`config.mk`:
```
export PLATFORM = sky130hd
export DESIGN_NAME = lua_3d
export DESIGN_NICKNAME = d
export VERILOG_FILES = /design/src/rtl/lua_pkg.sv /design/src/rtl/lua_shift_mac.sv /design/src/rtl/lua_3d.sv
export SDC_FILE = /design/constraint.sdc
export NUM_CORES = 1
export LEC_CHECK = 0
export CAP_MARGIN = 20
export CORE_MARGIN = 2
export CORE_UTILIZATION = 60
export DETAILED_ROUTE_END_ITERATION = 8
export PLACE_DENSITY = 0.87
export SETUP_SLACK_MARGIN = 0.15
export SLEW_MARGIN = 20
export SYNTH_ARGS = -nofsm -noshare
export SYNTH_HDL_FRONTEND = slang
export SYNTH_SLANG_ARGS = --single-unit
```
`constraint.sdc`:
```
create_clock -name Clk -period 7.95 [get_ports Clk]
set_clock_uncertainty 0.05 [all_clocks]
set_input_delay 1.59 -clock Clk [delete_from_list [all_inputs] [get_ports Clk]]
set_output_delay 1.59 -clock Clk [all_outputs]
set_load 0.01 [all_outputs]
```
`src/rtl/lua_pkg.sv`:
```
// Shared definitions for the lua_3d linear address unit: FSM states,
// ordering encodings and the latency helper.
package lua_pkg;

  typedef enum logic [1:0] {
    IDLE  = 2'd0,
    MUL1  = 2'd1,
    MUL2  = 2'd2,
    FINAL = 2'd3
  } state_t;

  // ColMajor encodings
  localparam logic ORDER_ROW = 1'b0;  // X fastest
  localparam logic ORDER_COL = 1'b1;  // Z fastest

  // Accept edge to Done: two serial passes plus the reload and final cycles.
  function automatic int lua_latency(input int data_width);
    return 2 * data_width + 2;
  endfunction

  localparam int LUA_DATA_WIDTH = 16;
  localparam int LUA_LATENCY    = lua_latency(LUA_DATA_WIDTH);

endpackage

```
`src/rtl/lua_shift_mac.sv`:
```
// Serial unsigned multiply-accumulate: result = addend + mplier * mcand,
// one multiplier bit per cycle, MW cycles after load. Wraps modulo 2^AW.
// done is high during the final step; result is valid the cycle after.
module lua_shift_mac #(
  parameter int MW = 16,
  parameter int AW = 32
) (
  input  logic          clk,
  input  logic          rst_n,
  input  logic          load,
  input  logic [MW-1:0] mplier_in,
  input  logic [AW-1:0] mcand_in,
  input  logic [AW-1:0] addend_in,
  output logic          busy,
  output logic          done,
  output logic [AW-1:0] result
);

  localparam int CW = (MW > 1) ? $clog2(MW) : 1;
  localparam logic [CW-1:0] LAST = CW'(MW - 1);

  logic [AW-1:0] acc;
  logic [AW-1:0] mcand;
  logic [MW-1:0] mplier;
  logic [CW-1:0] cnt;

  assign done   = busy && (cnt == LAST);
  assign result = acc;

  // Shift-add datapath: load operands, then add the shifted multiplicand
  // whenever the current multiplier LSB is set.
  // NOTE: sequential state uses non-blocking assignments so every register
  // samples the pre-edge values of the others, whatever the statement order.
  always_ff @(posedge clk or negedge rst_n) begin
    if (!rst_n) begin
      acc    <= '0;
      mcand  <= '0;
      mplier <= '0;
      cnt    <= '0;
      busy   <= 1'b0;
    end else if (load) begin
      acc    <= addend_in;
      mcand  <= mcand_in;
      mplier <= mplier_in;
      cnt    <= '0;
      busy   <= 1'b1;
    end else if (busy) begin
      if (mplier[0]) acc <= acc + mcand;
      mcand  <= mcand << 1;
      mplier <= mplier >> 1;
      cnt    <= cnt + CW'(1);
      if (done) busy <= 1'b0;
    end
  end

endmodule

```
`src/rtl/lua_3d.sv`:
```
// lua_3d: 3-D coordinate to flat address, Address = Base + linear index,
// row- or column-major, computed with one shared serial MAC in two passes.
// Optional feature macro: LUA_BOUNDS_CHECK_EN (out-of-range coordinates
// raise Error and force Address to 0).
module lua_3d
  import lua_pkg::*;
#(
  parameter int DATA_WIDTH = 16,
  parameter int ADDR_WIDTH = 32
) (
  input  logic                  Clk,
  input  logic                  Rst_n,
  input  logic                  Start,
  input  logic [DATA_WIDTH-1:0] InputX,
  input  logic [DATA_WIDTH-1:0] InputY,
  input  logic [DATA_WIDTH-1:0] InputZ,
  input  logic [DATA_WIDTH-1:0] SizeX,
  input  logic [DATA_WIDTH-1:0] SizeY,
  input  logic [DATA_WIDTH-1:0] SizeZ,
  input  logic [ADDR_WIDTH-1:0] Base,
  input  logic                  ColMajor,
  output logic                  Ready,
  output logic                  Done,
  output logic [ADDR_WIDTH-1:0] Address,
  output logic                  Error
);

  state_t state, state_next;

  logic                  accept;
  logic [DATA_WIDTH-1:0] outer, inner, size_inner;
  logic                  oob;

  logic [DATA_WIDTH-1:0] inner_q, size_inner_q;
  logic [ADDR_WIDTH-1:0] base_q;
  logic                  oob_q;

  logic                  mac_load, mac_busy, mac_done;
  logic [DATA_WIDTH-1:0] mac_mplier;
  logic [ADDR_WIDTH-1:0] mac_mcand, mac_addend, mac_result;

  assign accept = Start && (state == IDLE);

  // Axis selection by ordering and the optional bounds test on live inputs.
  // NOTE: every always_comb output gets a default first so no path can
  // leave it unassigned and infer a latch.
  always_comb begin
    outer      = InputZ;
    inner      = InputX;
    size_inner = SizeX;
    case (ColMajor)
      ORDER_ROW: begin
        outer      = InputZ;
        inner      = InputX;
        size_inner = SizeX;
      end
      ORDER_COL: begin
        outer      = InputX;
        inner      = InputZ;
        size_inner = SizeZ;
      end
      default: ;
    endcase
`ifdef LUA_BOUNDS_CHECK_EN
    oob = (InputX >= SizeX) || (InputY >= SizeY) || (InputZ >= SizeZ);
`else
    oob = 1'b0;
`endif
  end

  // Operands for the second pass and the final add, captured on accept.
  always_ff @(posedge Clk or negedge Rst_n) begin
    if (!Rst_n) begin
      inner_q      <= '0;
      size_inner_q <= '0;
      base_q       <= '0;
      oob_q        <= 1'b0;
    end else if (accept) begin
      inner_q      <= inner;
      size_inner_q <= size_inner;
      base_q       <= Base;
      oob_q        <= oob;
    end
  end

  // MAC loading: pass 1 straight from the ports on accept (Outer*SizeY + Y),
  // pass 2 from the pass-1 result in the first MUL2 cycle (acc1*SizeInner + Inner).
  always_comb begin
    mac_load   = 1'b0;
    mac_mplier = SizeY;
    mac_mcand  = ADDR_WIDTH'(outer);
    mac_addend = ADDR_WIDTH'(InputY);
    if (accept) begin
      mac_load = 1'b1;
    end else if (state == MUL2 && !mac_busy) begin
      mac_load   = 1'b1;
      mac_mplier = size_inner_q;
      mac_mcand  = mac_result;
      mac_addend = ADDR_WIDTH'(inner_q);
    end
  end

  lua_shift_mac #(
    .MW(DATA_WIDTH),
    .AW(ADDR_WIDTH)
  ) u_mac (
    .clk      (Clk),
    .rst_n    (Rst_n),
    .load     (mac_load),
    .mplier_in(mac_mplier),
    .mcand_in (mac_mcand),
    .addend_in(mac_addend),
    .busy     (mac_busy),
    .done     (mac_done),
    .result   (mac_result)
  );

  // State register.
  always_ff @(posedge Clk or negedge Rst_n) begin
    if (!Rst_n) state <= IDLE;
    else        state <= state_next;
  end

  // Next-state logic and the Ready output.
  always_comb begin
    state_next = state;
    Ready      = (state == IDLE);
    case (state)
      IDLE:    if (accept)   state_next = MUL1;
      MUL1:    if (mac_done) state_next = MUL2;
      MUL2:    if (mac_done) state_next = FINAL;
      FINAL:                 state_next = IDLE;
      default:               state_next = IDLE;
    endcase
  end

  // Result registers: Done pulses as the FSM leaves FINAL; Address and
  // Error hold until the next result.
  always_ff @(posedge Clk or negedge Rst_n) begin
    if (!Rst_n) begin
      Done    <= 1'b0;
      Address <= '0;
      Error   <= 1'b0;
    end else begin
      Done <= (state == FINAL);
      if (state == FINAL) begin
        Address <= oob_q ? '0 : (mac_result + base_q);
        Error   <= oob_q;
      end
    end
  end

endmodule

```
# --- Word-level counts from Yosys, hierarchy flattened ---
# Index checks and enable logic that the tools add are counted.
word_totals:
  reg_bits: 184
  in_bits: 132
classes:
  reduce_logical: 9
  bitwise_logic: 1
  add_sub_neg: 3
  n_mux: 27
  n_eq_ne: 7
op_table:
  columns: ["cell", "count"]
  rows:
  - ["2-to-1 mux 32 bit", 7]
  - ["2-to-1 mux 16 bit", 6]
  - ["case mux 16 bit (2 select lines)", 3]
  - ["adder 32 bit", 2]
  - ["2-to-1 mux 4 bit", 2]
  - ["case mux 2 bit (4 select lines)", 1]
  - ["2-to-1 mux 2 bit", 3]
  - ["2-to-1 mux 1 bit", 5]
  - ["adder 4 x 1 -> 4 bit (second input constant)", 1]
  - ["== test 2 bit (second input constant)", 2]
  - ["== test 4 bit (second input constant)", 1]
  - ["!= test 2 bit (second input constant)", 2]
  - ["nonzero test 2 bit", 2]
  - ["logical AND 1 bit", 3]
  - ["AND reduction 3 bit", 1]
  - ["== test 2 x 1 -> 1 bit (second input constant)", 1]
  - ["zero test 2 bit", 1]
  - ["!= test 2 x 1 -> 1 bit (second input constant)", 1]
  - ["AND reduction 2 bit", 1]
  - ["zero test 1 bit", 1]
  - ["inverter 1 bit", 1]

# --- Logic depth before layout (Yosys ltp) ---
# Gate-level depths: netlist of run 1.
depth:
  depth_word: 6
  ltp_mapped: 11
  depth_no_buf: 11

# --- Hierarchy ---
# Synthesis of run 1 repeated with hierarchy kept, for this count alone.
unflattened:
  hier_cells: 1274
  hier_area_um2: 12071.6
by_module_without_submodules:
  columns: ["mod", "instances", "seq_area_each_um2", "area_per_inst_um2", "cells_each"]
  rows:
  - ["lua_3d", 1, 2477.4, 6580.1, 662]
  - ["lua_shift_mac", 1, 2127.0, 5491.5, 612]

# --- Worst setup path before layout of run 1 ---
# No wires, ideal clock.
synth_path:
  path_kind: "input -> register"
  start: "input Start"
  end: "register u_mac.acc[14] (netlist: u_mac.result[14])"
  slack_ns: 4.992
  n_path_buf: 2
  setup_time_ns: 0.136
  cell_stages: 5
  arrival_time_ns: 2.772
  path_cell_list: "and2_0 > a211oi_1 > clkbuf_1 > buf_1 > o21ai_0"
synth_via:
  elab_chain_cells: 4
synth_lines:
  columns: ["item", "line_no", "source"]
  rows:
  - ["start, declared", "lua_3d.sv:13", "input logic Start,"]
  - ["logical AND 1 bit *", "lua_3d.sv:42", "assign accept = Start && (state == IDLE);"]
  - ["2-to-1 mux 1 bit", "lua_3d.sv:93", "if (accept) begin"]
  - ["nonzero test 2 bit (no source line)", null, null]
  - ["AND reduction 2 bit (no source line)", null, null]
  - ["end signal, assigned", "lua_shift_mac.sv:42", "acc <= addend_in;"]
  - ["end signal, assigned", "lua_shift_mac.sv:48", "if (mplier[0]) acc <= acc + mcand;"]
  - ["end, declared", "lua_shift_mac.sv:22", "logic [AW-1:0] acc;"]
# Mark *: on every way between the ends. The rest lies on a longest branch, timed or not.
# A chain may end at the register's enable or synchronous reset.

# --- Worst setup path in the final report of run 1 ---
layout_path:
  start: "input Start"
  end: "register u_mac.mplier[11]"
layout_via:
  elab_chain_cells: 3
layout_lines:
  columns: ["item", "line_no", "source"]
  rows:
  - ["logical AND 1 bit *", "lua_3d.sv:42", null]
  - ["2-to-1 mux 16 bit / 2-to-1 mux 1 bit (equally long branches)", "lua_3d.sv:93", null]
  - ["2-to-1 mux 16 bit / nonzero test 2 bit (equally long branches)", null, null]
  - ["end signal, assigned", "lua_shift_mac.sv:44", "mplier <= mplier_in;"]
  - ["end signal, assigned", "lua_shift_mac.sv:50", "mplier <= mplier >> 1;"]
  - ["end, declared", "lua_shift_mac.sv:24", "logic [MW-1:0] mplier;"]
# Marked as above.

==> results of run 1 <==
-- worst min-delay path, delay by kind of cell (launching register included) --
family	cells	cell delay, ps
and+or+nand+nor	1	50
AOI/OAI and AO/OA	1	60
DFF	1	340
-- area by class of cell --
type | instances | area (sq um)
fill | 1374 | 4820
clock inverter | 12 | 196
inverter | 22 | 82.6
clock buffer | 20 | 447
tap | 234 | 293
multi-input combinational | 1010 | 6500
timing repair buffer | 176 | 1760
sequential | 184 | 4600
-- worst paths after layout --
kind,endpoint,start
worst min register to register,inner_q[4],inner_q[4]
min in group asynchronous,Address[9],Rst_n
worst max-delay path,u_mac.mplier[11],Start
max in group asynchronous,u_mac.result[15],Rst_n
worst min-delay path,inner_q[4],inner_q[4]
worst max register to register,u_mac.result[28],u_mac.result[0]
-- routing by layer --
metal	GRT usage [%]	share of wire [%]
met1	40.0	44
met2	48.2	47
met3	5.28	6.9
met4	9.47	2.2
met5	0	0
-- state kept, by name, summed over array words and instances, names as in the netlist --
signal	count
u_mac.result	32
state	2
u_mac.mplier	16
u_mac.mcand	32
Done	1
base_q	32
inner_q	16
size_inner_q	16
u_mac.cnt	4
Address	32
u_mac.busy	1
-- kinds of logic after synthesis --
family,after synthesis,share of synthesized area (%)
other,1,0.0328
muxes,94,8.63
DFF,184,40.3
xor gates and xnor gates,54,4.14
and+or+nand+nor,410,15.0
AOI/OAI and AO/OA,382,21.1
buffers and inverters,89,3.06
adders and majority gates,69,7.69
-- cell usage in the layout (no fill, tap or decap), types with 7 or more instances in the layout --
cell	instances
nor3_1	7
a31oi_1	13
o21ai_1	9
buf_4	8
a211oi_1	10
a221o_1	12
clkbuf_16	17
o21bai_1	9
and3_1	14
nand2_1	275
xor2_1	22
mux2_2	32
clkdlybuf4s50_1	163
dfrtp_1	184
ha_1	67
nand3_1	21
xnor2_1	32
o21a_1	8
o211ai_1	13
nor2_1	59
inv_1	22
o21ai_0	124
a21oi_1	106
a21o_1	34
mux2i_1	61
-- Yosys cell counts (all sizes together), types with 32 or more instances --
| master | instances | area share (%) |
|---|---|---|
| a21o | 34 | 2.2 |
| a21oi | 111 | 5.0 |
| clkbuf | 48 | 1.6 |
| dfrtp | 184 | 40 |
| ha | 67 | 7.3 |
| mux2 | 33 | 3.3 |
| mux2i | 61 | 5.3 |
| nand2 | 276 | 9.1 |
| nor2 | 59 | 1.9 |
| o21ai | 135 | 6.0 |
| xnor2 | 32 | 2.5 |
-- stage by stage --
step                      hold WS [ps]  area [sq um]  std cells  utilization (%)  setup WS (ps)
after detailed placement           420         13200       1624             70.6           3480
after floorplan                    396         11400       1283                -           4990
after global routing               459         13900       1658             74.3           3690
after CTS                          436         13800       1656             74.0           3920
after global placement             412         13200       1624             70.6           3640
final                              433         13900       1658             74.3           3930
-- power groups by stage --
stage                     logic [mW]  clock network (mW)  registers (mW)
final                           3.29               0.933            1.74
after global routing            3.66               0.974            1.79
after CTS                       3.26               0.941            1.73
after detailed placement        3.22                   0            1.74
after global placement          3.12                   0            1.72
after floorplan                 2.37                   0            1.66
==> impl_metrics.json, run 1 <==
{
  "status": "finished clean",
  "reg2reg_depth": 11,
  "grt_max_degree": 104,
  "critical_path.max_fanout": 93,
  "wire_per_inst_microns": 17.2,
  "cap_violations": 0,
  "critPathBufInv": 3,
  "finalSetupViolCount": 0,
  "coreArea_sq_mm": 0.0187,
  "die_w_microns": 142,
  "root_buffer": "clkbuf_16",
  "htreeDepth": 4,
  "area_growth_pct": 21.6,
  "hold_violations": 0,
  "worst-setup-path-type": "input pin to flop",
  "syn-cell-area_sq_mm": 0.0114,
  "worst_path_largest_cell_delay_ps": 850,
  "worstMarginPinSlew_ps": 978,
  "crit_family": "buffers and inverters",
  "nets": 1612,
  "postCtsHoldBufs": 0,
  "clock_latency_ps": 430,
  "fmax_mhz": 249,
  "via_per_inst": 6.02,
  "power_mw": 5.97,
  "layout_min_cycle_time_ps": 4020,
  "clock_path_buffers": 2,
  "synth_ff_type": "dfrtp_1",
  "drc_errors": 0,
  "power_switching_mw": 2.55,
  "drtIter0Drc": 631,
  "vias": 9980,
  "cts.clk_slew.worst_paths_ps": 70,
  "path_common_cell": "buf_4",
  "rows": 50,
  "seqPwrFrac_pct": 29.2,
  "p_int_mw": 3.41,
  "cts_setup_buffers": 0,
  "grt_first_pass_wirelength_microns": 47700,
  "cts_tree": "done",
  "cts_buffers": 17,
  "hold_depth": 2,
  "synth_edf_count": 0,
  "slew_headroom_pct": 34.8,
  "path_cells": "clkdlybuf4s50_1 > and2_4 > buf_4 > nor3_2 > buf_4 > o21ai_0",
  "critPathLaunchType": "input pin",
  "synth.distinct_cells": 70,
  "grt_pass1_vias": 9781,
  "power_frac_comb_pct": 55.2,
  "reg2reg_setup_slack_ps": 4500,
  "sw_frac_of_total_pct": 42.8,
  "die_height_microns": 142,
  "wl_microns": 28400,
  "port_buffers": 165,
  "power.leakage_nw": 6.42,
  "seq_area_frac_synth_pct": 40.3,
  "ioPinCount": 167,
  "power_per_cell_area_mw_per_mm2": 430,
  "worstPathArrival_ps": 4260,
  "gp_congestion": 0.936,
  "die_area_sq_mm": 0.0202,
  "ir_worst_vdd_uv": 212,
  "syn_area_per_cell_sq_um": 8.90,
  "fin_crit_sh_pct": 50.5,
  "cts.sinks": 184,
  "initial_utilization_pct": 61.1,
  "firstDrtPassIters": 5,
  "diodes": 0,
  "syn_nets": 1484,
  "synth-async-reset-ratio_pct": 100,
  "antenna_found_initial": 0,
  "drive_gt1_share_pct": 7.02,
  "finalMaxSlewViolations": 0,
  "drtAntennaViolNets": 0,
  "tns_ps": 0,
  "hp-class": "flop to flop",
  "syn_inst": 1283,
  "ys_ff_latch": 184,
  "cp_slowest_cell": "nor3_2",
  "grt_usage_pct": 29.4,
  "dp.final_hpwl_microns": 20100,
  "required_ps": 8190,
  "gr-total-overflow": 0,
  "end_kind": "flop",
  "cp.depth": 6,
  "ys_warn_count": 0,
  "rsz0062_at_grt": "false",
  "clkPwrFrac_pct": 15.6,
  "cts_resized": 0
}
Note: power is estimated with default switching activity, not from simulation.
==> run 2: changes to the inputs <==
CORE_UTILIZATION = 56   (was 60)
PLACE_DENSITY = 0.82   (was 0.87)
clock period = 4.1 ns   (was 7.95 ns; I/O delays follow)
==> run 2 against run 1 <==
Compared with the run above:
- final area increased by 0.41%
- sequential power increased by 95%
- core utilization decreased by 4.9 points
- cell count increased by 2.6%
- count of clock-buffer cells in the layout decreased by 1
- sequential share of layout area decreased by 0.13 points
- routed wire length increased by 2.4%
- largest power group unchanged
- clock power increased by 84%
- first-iteration DRC count decreased by 3.5%
- critical endpoint is now u_mac.result[28]
- total power increased by 93%
==> impl_metrics.json, run 2 (synthesis results as in run 1) <==
{
  "drive_gt1_share_pct": 7.55,
  "worstPathArrival_ps": 3460,
  "diodes": 0,
  "root_buffer": "clkbuf_16",
  "clock_latency_ps": 440,
  "critical_path.max_fanout": 5,
  "gp_congestion": 1.00,
  "die_area_sq_mm": 0.0216,
  "cts.sinks": 184,
  "hold_violations": 0,
  "ioPinCount": 167,
  "grt_usage_pct": 27.8,
  "vias": 9982,
  "hp-class": "input pin to async pin",
  "reg2reg_depth": 11,
  "drc_errors": 0,
  "cts_buffers": 17,
  "grt_pass1_vias": 9853,
  "post-place-ws_ps": 785,
  "dp.final_hpwl_microns": 21400,
  "final_area_sq_mm": 0.0139,
  "critPathBufInv": 0,
  "fin_cells": 1701,
  "htreeDepth": 4,
  "wl_microns": 29100,
  "die_height_microns": 147,
  "cts_setup_buffers": 0,
  "gr-total-overflow": 0,
  "crit_family": "compound AO/OA/AOI/OAI gates",
  "fin_crit_sh_pct": 78.1,
  "placedCellCount": 1669,
  "path_common_cell": "o21ai_0",
  "cts_tree": "done",
  "worstMarginPinSlew_ps": 862,
  "rows": 52,
  "dpl-instance-area_sq_mm": 0.0133,
  "layout_min_cycle_time_ps": 3200,
  "nets": 1619,
  "coreArea_sq_mm": 0.0201,
  "reg2reg_from": "u_mac.result[0]",
  "num-fill-cells": 1572,
  "ir_worst_vdd_uv": 412,
  "drtAntennaViolNets": 0,
  "grt_first_pass_wirelength_microns": 48700,
  "slew_headroom_pct": 42.3,
  "drtIter0Drc": 609,
  "cp_slowest_cell": "dfrtp_1",
  "path_cells": "ha_1 > fa_1 > a211oi_1 > o21ai_0 > a21oi_1 > o21ai_1 > o2bb2ai_1 > a31oi_1 > o21bai_1 > xnor2_1 > o21ai_0",
  "wire_per_inst_microns": 17.1,
  "reg2reg_setup_slack_ps": 900,
  "area_growth_pct": 22.1,
  "cts_resized": 0,
  "critPathLaunchType": "flop",
  "power.leakage_nw": 6.43,
  "layout_common_cells": "nand2_1, dfrtp_1, clkdlybuf4s50_1",
  "end_kind": "flop",
  "clock_path_buffers": 2,
  "setup_slack_ps": 900,
  "cts.clk_slew.worst_paths_ps": 70,
  "fmax_mhz": 312,
  "via_per_inst": 5.87,
  "postCtsHoldBufs": 0,
  "die_w_microns": 147,
  "required_ps": 4360,
  "power_per_cell_area_mw_per_mm2": 827,
  "layout_commonest_cell": "nand2_1",
  "reg2reg_to": "u_mac.result[28]",
  "antenna_found_initial": 0,
  "rsz0062_at_grt": "false",
  "power_mw": 11.5,
  "finalMaxSlewViolations": 0,
  "finalSetupViolCount": 0,
  "cap_violations": 0,
  "initial_utilization_pct": 56.8,
  "worst_path_largest_cell_delay_ps": 450,
  "tns_ps": 0,
  "worst-setup-path-type": "flop to flop",
  "grt_max_degree": 79,
  "port_buffers": 165,
  "status": "finished clean",
  "firstDrtPassIters": 5
}
run 2: cell types whose count changed in the layout (fill, tap and decap cells not counted), sizes merged:
| cell | previous run | this run |
|---|---|---|
| buf | 13 | 20 |
| inv | 24 | 26 |
| clkbuf | 20 | 19 |
| clkinvlp | 0 | 1 |
| bufinv | 5 | 3 |
run 2: cell type report:
cell class                      count  area, sq um  share of cell area [%]
Inverter                           22         82.6                   0.592
Tap cell                          270          338                    2.42
Sequential cell                   184         4600                    33.0
Clock buffer                       19          443                    3.18
Clock inverter                     13          165                    1.18
Multi-Input combinational cell   1010         6500                    46.6
Timing Repair Buffer              183         1810                    13.0
run 2: through the flow:
step	hold slack, ps	utilization (%)
2_1_floorplan	396	-
3_3_place_gp	411	66.2
3_5_place_dp	420	66.3
4_1_cts	345	69.4
5_1_grt	361	69.4
6_report	313	69.4
run 2: per-layer routing:
metal | vias up | GRT usage [%] | part of all wire, %
li1 | 4813 | - | -
met1 | 4748 | 37.9 | 44
met2 | 372 | 45.8 | 47
met3 | 49 | 5.06 | 6.5
met4 | 0 | 8.11 | 2.0
met5 | - | 0 | 0
run 2: worst reg2reg max path: stages (launching register included):
cell and delay, ps:
dfrtp_1 450, ha_1 260, fa_1 430, a211oi_1 380, o21ai_0 140, a21oi_1 320, o21ai_1 260, o2bb2ai_1 260
a31oi_1 200, o21bai_1 110, xnor2_1 140, o21ai_0 90
run 2: where the power goes:
part | switching [mW] | leakage [nW] | total [mW] | internal [mW]
clock | 0.733 | 0.299 | 1.72 | 0.982
sequential | 0.719 | 2.31 | 3.39 | 2.67
combinational | 3.56 | 3.82 | 6.42 | 2.86
total | 5.01 | 6.43 | 11.5 | 6.51
run 2: how the worst max path moves through the flow:
stage                          startpoint          endpoint  cells past startpoint
after CTS                 u_mac.result[0]  u_mac.result[28]                     11
after floorplan           u_mac.result[0]       Address[20]                     11
after detailed placement            Start  u_mac.result[26]                      5
final                     u_mac.result[0]  u_mac.result[28]                     11
after global routing      u_mac.result[0]  u_mac.result[12]                     11
after global placement              Start  u_mac.result[28]                      5
